$ cat config.mk
export PLATFORM = sky130hd
export DESIGN_NAME = blood_fx_sequencer
export DESIGN_NICKNAME = d
export VERILOG_FILES = /design/src/rtl/blood_fx_sequencer.sv
export SDC_FILE = /design/constraint.sdc
export NUM_CORES = 1
export LEC_CHECK = 0
export ABC_AREA = 1
export BUFFER_PORTS_ARGS = -buffer_cell sky130_fd_sc_hd__buf_4
export CORE_ASPECT_RATIO = 1.75
export CORE_MARGIN = 4
export CORE_UTILIZATION = 55
export CTS_CLUSTER_SIZE = 12
export DETAILED_ROUTE_END_ITERATION = 16
export PLACE_DENSITY = 0.84
export SLEW_MARGIN = 20
export SYNTH_ARGS = -nofsm -noshare
export SYNTH_HDL_FRONTEND = slang
export SYNTH_SLANG_ARGS = --single-unit
$ cat constraint.sdc
create_clock -name clk -period 3.3 [get_ports clk]
set_input_delay 0.33 -clock clk [delete_from_list [all_inputs] [get_ports clk]]
set_output_delay 0.33 -clock clk [all_outputs]
set_load 0.03 [all_outputs]
$ cat src/rtl/blood_fx_sequencer.sv
// Blood-splatter overlay sequencer: arms on a hit, steps the sprite ROM frame on video
// frame ticks, and produces a ROM-latency-aligned overlay colour/enable for the pixel mixer.
module blood_fx_sequencer #(
  parameter int          NUM_FRAMES      = 16,
  parameter int          TICKS_PER_FRAME = 3,
  parameter logic [11:0] TRANSPARENT     = 12'h000
) (
  input  logic        clk,
  input  logic        reset_n,
  input  logic        frame_tick,
  input  logic        hit,
  input  logic [9:0]  hit_x,
  input  logic [9:0]  hit_y,
  input  logic [9:0]  pixel_x,
  input  logic [9:0]  pixel_y,
  input  logic        video_on,
  output logic [3:0]  rom_frame,
  output logic [5:0]  rom_row,
  output logic [5:0]  rom_col,
  input  logic [11:0] rom_data,
  output logic        blood_on,
  output logic [11:0] blood_rgb,
  output logic        busy
);

  localparam int              TW         = (TICKS_PER_FRAME > 1) ? $clog2(TICKS_PER_FRAME) : 1;
  localparam logic [TW-1:0]   TICK_LAST  = TW'(TICKS_PER_FRAME - 1);
  localparam logic [3:0]      FRAME_LAST = 4'(NUM_FRAMES - 1);

  typedef enum logic [1:0] {
    S_IDLE  = 2'd0,
    S_ARMED = 2'd1,
    S_PLAY  = 2'd2
  } state_e;

  state_e         state_q, state_d;
  logic [3:0]     frame_q, frame_d;
  logic [TW-1:0]  tick_q, tick_d;
  logic [9:0]     pos_x_q, pos_x_d, pos_y_q, pos_y_d;
  logic [9:0]     pend_x_q, pend_x_d, pend_y_q, pend_y_d;
  logic           pend_q, pend_d;
  logic           hit_d_q, hit_d_d;

  logic           play_s;
  logic           busy_s;
  logic           in_box_s;
  logic [10:0]    px_s, py_s, bx_s, by_s;

  // State register and ROM-latency alignment flop
  always_ff @(posedge clk) begin
    if (!reset_n) begin
      state_q  <= S_IDLE;
      frame_q  <= 4'd0;
      tick_q   <= '0;
      pos_x_q  <= 10'd0;
      pos_y_q  <= 10'd0;
      pend_x_q <= 10'd0;
      pend_y_q <= 10'd0;
      pend_q   <= 1'b0;
      hit_d_q  <= 1'b0;
    end else begin
      state_q  <= state_d;
      frame_q  <= frame_d;
      tick_q   <= tick_d;
      pos_x_q  <= pos_x_d;
      pos_y_q  <= pos_y_d;
      pend_x_q <= pend_x_d;
      pend_y_q <= pend_y_d;
      pend_q   <= pend_d;
      hit_d_q  <= hit_d_d;
    end
  end

  // Next-state: frame_tick consumes the old pending request, a same-cycle hit re-arms
  always_comb begin
    state_d  = state_q;
    frame_d  = frame_q;
    tick_d   = tick_q;
    pos_x_d  = pos_x_q;
    pos_y_d  = pos_y_q;
    pend_x_d = pend_x_q;
    pend_y_d = pend_y_q;
    pend_d   = pend_q;

    case (state_q)
      S_IDLE: begin
        if (hit) begin
          state_d = S_ARMED;
        end else begin
          state_d = S_IDLE;
        end
      end
      S_ARMED, S_PLAY: begin
        if (frame_tick && pend_q) begin
          state_d = S_PLAY;
          pos_x_d = pend_x_q;
          pos_y_d = pend_y_q;
          frame_d = 4'd0;
          tick_d  = '0;
          pend_d  = 1'b0;
        end else if (frame_tick && (state_q == S_PLAY)) begin
          if (tick_q == TICK_LAST) begin
            tick_d = '0;
            if (frame_q == FRAME_LAST) begin
              frame_d = 4'd0;
              state_d = hit ? S_ARMED : S_IDLE;
            end else begin
              frame_d = frame_q + 4'd1;
            end
          end else begin
            tick_d = tick_q + TW'(1);
          end
        end else begin
          state_d = state_q;
        end
      end
      default: begin
        state_d = S_IDLE;
      end
    endcase

    if (hit) begin
      pend_d   = 1'b1;
      pend_x_d = hit_x;
      pend_y_d = hit_y;
    end else begin
      pend_d   = pend_d;
    end
  end

  // FSM-derived outputs
  always_comb begin
    play_s = 1'b0;
    busy_s = pend_q;
    case (state_q)
      S_IDLE:  begin play_s = 1'b0; busy_s = pend_q; end
      S_ARMED: begin play_s = 1'b0; busy_s = 1'b1;   end
      S_PLAY:  begin play_s = 1'b1; busy_s = 1'b1;   end
      default: begin play_s = 1'b0; busy_s = pend_q; end
    endcase
  end

  // 11-bit box test so a sprite near x/y=1023 never wraps onto the left/top edge
  always_comb begin
    px_s     = {1'b0, pixel_x};
    py_s     = {1'b0, pixel_y};
    bx_s     = {1'b0, pos_x_q};
    by_s     = {1'b0, pos_y_q};
    in_box_s = (px_s >= bx_s) && (px_s < (bx_s + 11'd64)) &&
               (py_s >= by_s) && (py_s < (by_s + 11'd64));
    hit_d_d  = in_box_s & video_on & play_s;
  end

  assign rom_col   = pixel_x[5:0] - pos_x_q[5:0];
  assign rom_row   = pixel_y[5:0] - pos_y_q[5:0];
  assign rom_frame = frame_q;
  assign busy      = busy_s;
  assign blood_on  = hit_d_q & (rom_data != TRANSPARENT);
  assign blood_rgb = blood_on ? rom_data : 12'h000;

endmodule

==> run metrics <==
status=finished, final reports clean; First-pass DRT Iterations=6; IO Port Bufs=between 80 and 90; crit-path max FO=3; first-pass GRT wire length=roughly 12000 µm; fin area=approximately 3800 µm²; residual DRC count=0; nets=596; Initial DRC Count=76; Clock transition at path regs=about 0.09 ns; Int Pwr=roughly 1000 µW; Worst Setup End Kind=output pin; DR vias/cell=just over 5; Flop pwr share=44.9%; WHS Path Cells=3; worst rel slew slack=between 50% and 60%; maximum vdd drop=around 0.37 mV; Final min period=about 2.2 ns; chip height=about 110 µm; register bit total from synthesis=50; Post-Syn Nets=just over 500; Antenna Nets Post-Route=0; R2R Path End=rom_frame[3]; most frequent cells in the layout=86 x buf_4, 76 x nor2_1, 59 x inv_1, 50 x dfxtp_1, 48 x nand2_1; switching power=~440 µW; fin. max-slew vios=0; WP data required=2.97 ns; Min Hold Slack=0.2457 ns; final hold violations=0; CP arrival=1.88 ns; Avg WL per Cell=~13 µm; hold_buf cts=0; initial antenna violation count=0; placed insts=570; H-Tree Depth=2; Post-Route Utilization=a little under three quarters; Reg2Reg Setup Slack=1.33 ns; clock share of power=a little under 30%; Post-Synthesis Cell Area=3024 µm²; HP Start=hit_x[3]; Post-Syn Instances=between 400 and 500; Hold Path End=pend_x_q[3]; Peak Freq=~450 MHz; Synth cell types=31; average size of a mapped cell=approximately 7.1 µm²; final WL=between 7000 and 8000 µm; Ports=87; Die Width=64.06 µm; Overflow after GRT=0; Post-synth EDFFs=0; critical path launch point type=register; Reg2Reg Depth=9; Multi-input gate area=about 1700 µm²; Area Overhead vs Synth=25.61%; most common cell after layout, fill and taps aside=buf_4; Synth warnings=0; Fill cells=~460; die area=between 6000 and 7000 µm²; antenna diode count=0; layout cell share with drive strength beyond 1=between 15 and 20%; Post-synth ARST share=0%; max-cap violation count=0; GPL Wtd Cong=0.8217; Leak Pwr=approximately 0.0018 µW; clock tree from TritonCTS=yes; clock skew=roughly 0.0058 ns; DP HPWL=roughly 6000 µm; Hold Path Class=in -> reg; Post-CTS Setup Inserts=0; row cnt=35; RSZ-0062 raised after global routing=no; Clock Tree Buf Depth=2; Reg area=approximately 1000 µm²; Core Footprint=5299 µm²; CTS root buf=clkbuf_8; PwrDens=roughly 380 nW/µm²; CTS resizes=0; Final Setup Violations=0; Clk Latency, worst-skew pair=0.30 ns; sequential fraction of the synthesis area=~33%; via count of the first global-routing pass=2883; Worst-Margin Slew=between 0.6 and 0.7 ns; fin cells=578; Switching Fraction=29.99%; period utilization=about 67%; ys flop type=dfxtp_1; Comb pwr share=about a quarter; # clock sinks=50; Final TNS setup=0 ns; Starting Density=a little under three fifths; total global-route track usage=between 20% and 30%; Vias=between 2k and 3k; worst r2r src=state_q[0]; WS Path Type=reg -> out; Placed Instance Area=approximately 3700 µm²; largest net degree at the start of global routing=between 40 and 50; TritonCTS buffer count=5
==> layer usage <==
| layer | track usage (%) | share of wire [%] | wire, µm |
|---|---|---|---|
| met5 | 0 | 0 | 0 |
| met4 | 9.583 | 2.9 | 215 |
| met3 | 4.228 | 5.7 | 422 |
| met2 | 42.93 | 53 | 3944 |
| met1 | 22.51 | 38 | 2807 |
==> cells in the mapped netlist, types with 3 or more instances <==
master    instances  area share (%)
nor2_1           76             9.4
inv_1            59             7.3
dfxtp_1          50              33
nand2_1          48             6.0
o21ai_0          46             7.6
a21oi_1          39             6.5
ha_1             34              14
nand3_1          15             2.5
nand4_1           8             1.7
xor2_1            8             2.3
clkbuf_1          7            0.87
xnor2_1           5             1.4
buf_2             3            0.50
or2_2             3            0.62
==> layout make-up <==
type	count	area share, %
clock inverter	3	1.054
clock buffer	5	1.812
timing repair buffer	86	17.00
inverter	60	5.929
sequential	50	26.35
multi-input combinational	300	45.42
tap	74	2.437
==> worst max-delay path, stage by stage (launching register included) <==
cell     delay [ns]
dfxtp_1        0.36
ha_1           0.22
fa_1           0.42
o21ai_0        0.23
xor2_1         0.17
buf_4          0.18
==> power by group through the flow <==
stage | registers [µW] | clock network, µW | logic, µW
final | 653 | 421 | 381
after global routing | 657 | 448 | 427
after CTS | 653 | 427 | 384
after detailed placement | 667 | 0 | 381
after global placement | 665 | 0 | 372
after floorplan | 661 | 0 | 243
==> state kept, by name, summed over array words and instances (netlist names) <==
signal	cells
pend_x_q	10
pend_y_q	10
pos_x_q	10
pos_y_q	10
rom_frame	4
state_q	2
tick_q	2
hit_d_q	1
pend_q	1
==> through the flow <==
stage | power [µW] | setup WS (ns)
3_5_place_dp | 1047 | 1.342
5_1_grt | 1531 | 0.9871
4_1_cts | 1463 | 1.075
2_1_floorplan | 904.9 | 1.298
3_3_place_gp | 1037 | 1.347
6_report | 1455 | 1.094
==> logic make-up (layout without fill, tap and decap cells) <==
| kind of cell | count (synthesis) | in the layout | share of synthesized area (%) |
|---|---|---|---|
| and+or+nand+nor | 157 | 157 | 21.80 |
| AOI/OAI and AO/OA | 94 | 94 | 16.09 |
| buffers and inverters | 74 | 154 | 9.846 |
| DFF | 50 | 50 | 33.10 |
| adders and majority gates | 36 | 36 | 15.39 |
| xor gates and xnor gates | 13 | 13 | 3.765 |
==> worst max-delay path by stage <==
stage | start | to
after CTS | pos_x_q[0] | rom_col[4]
after global placement | pixel_x[0] | rom_col[4]
after floorplan | pixel_x[0] | rom_col[4]
after detailed placement | pixel_x[0] | rom_col[4]
after global routing | pos_x_q[2] | rom_col[5]
final | pos_x_q[0] | rom_col[4]
No activity file was read; power rests on OpenSTA's default activity.
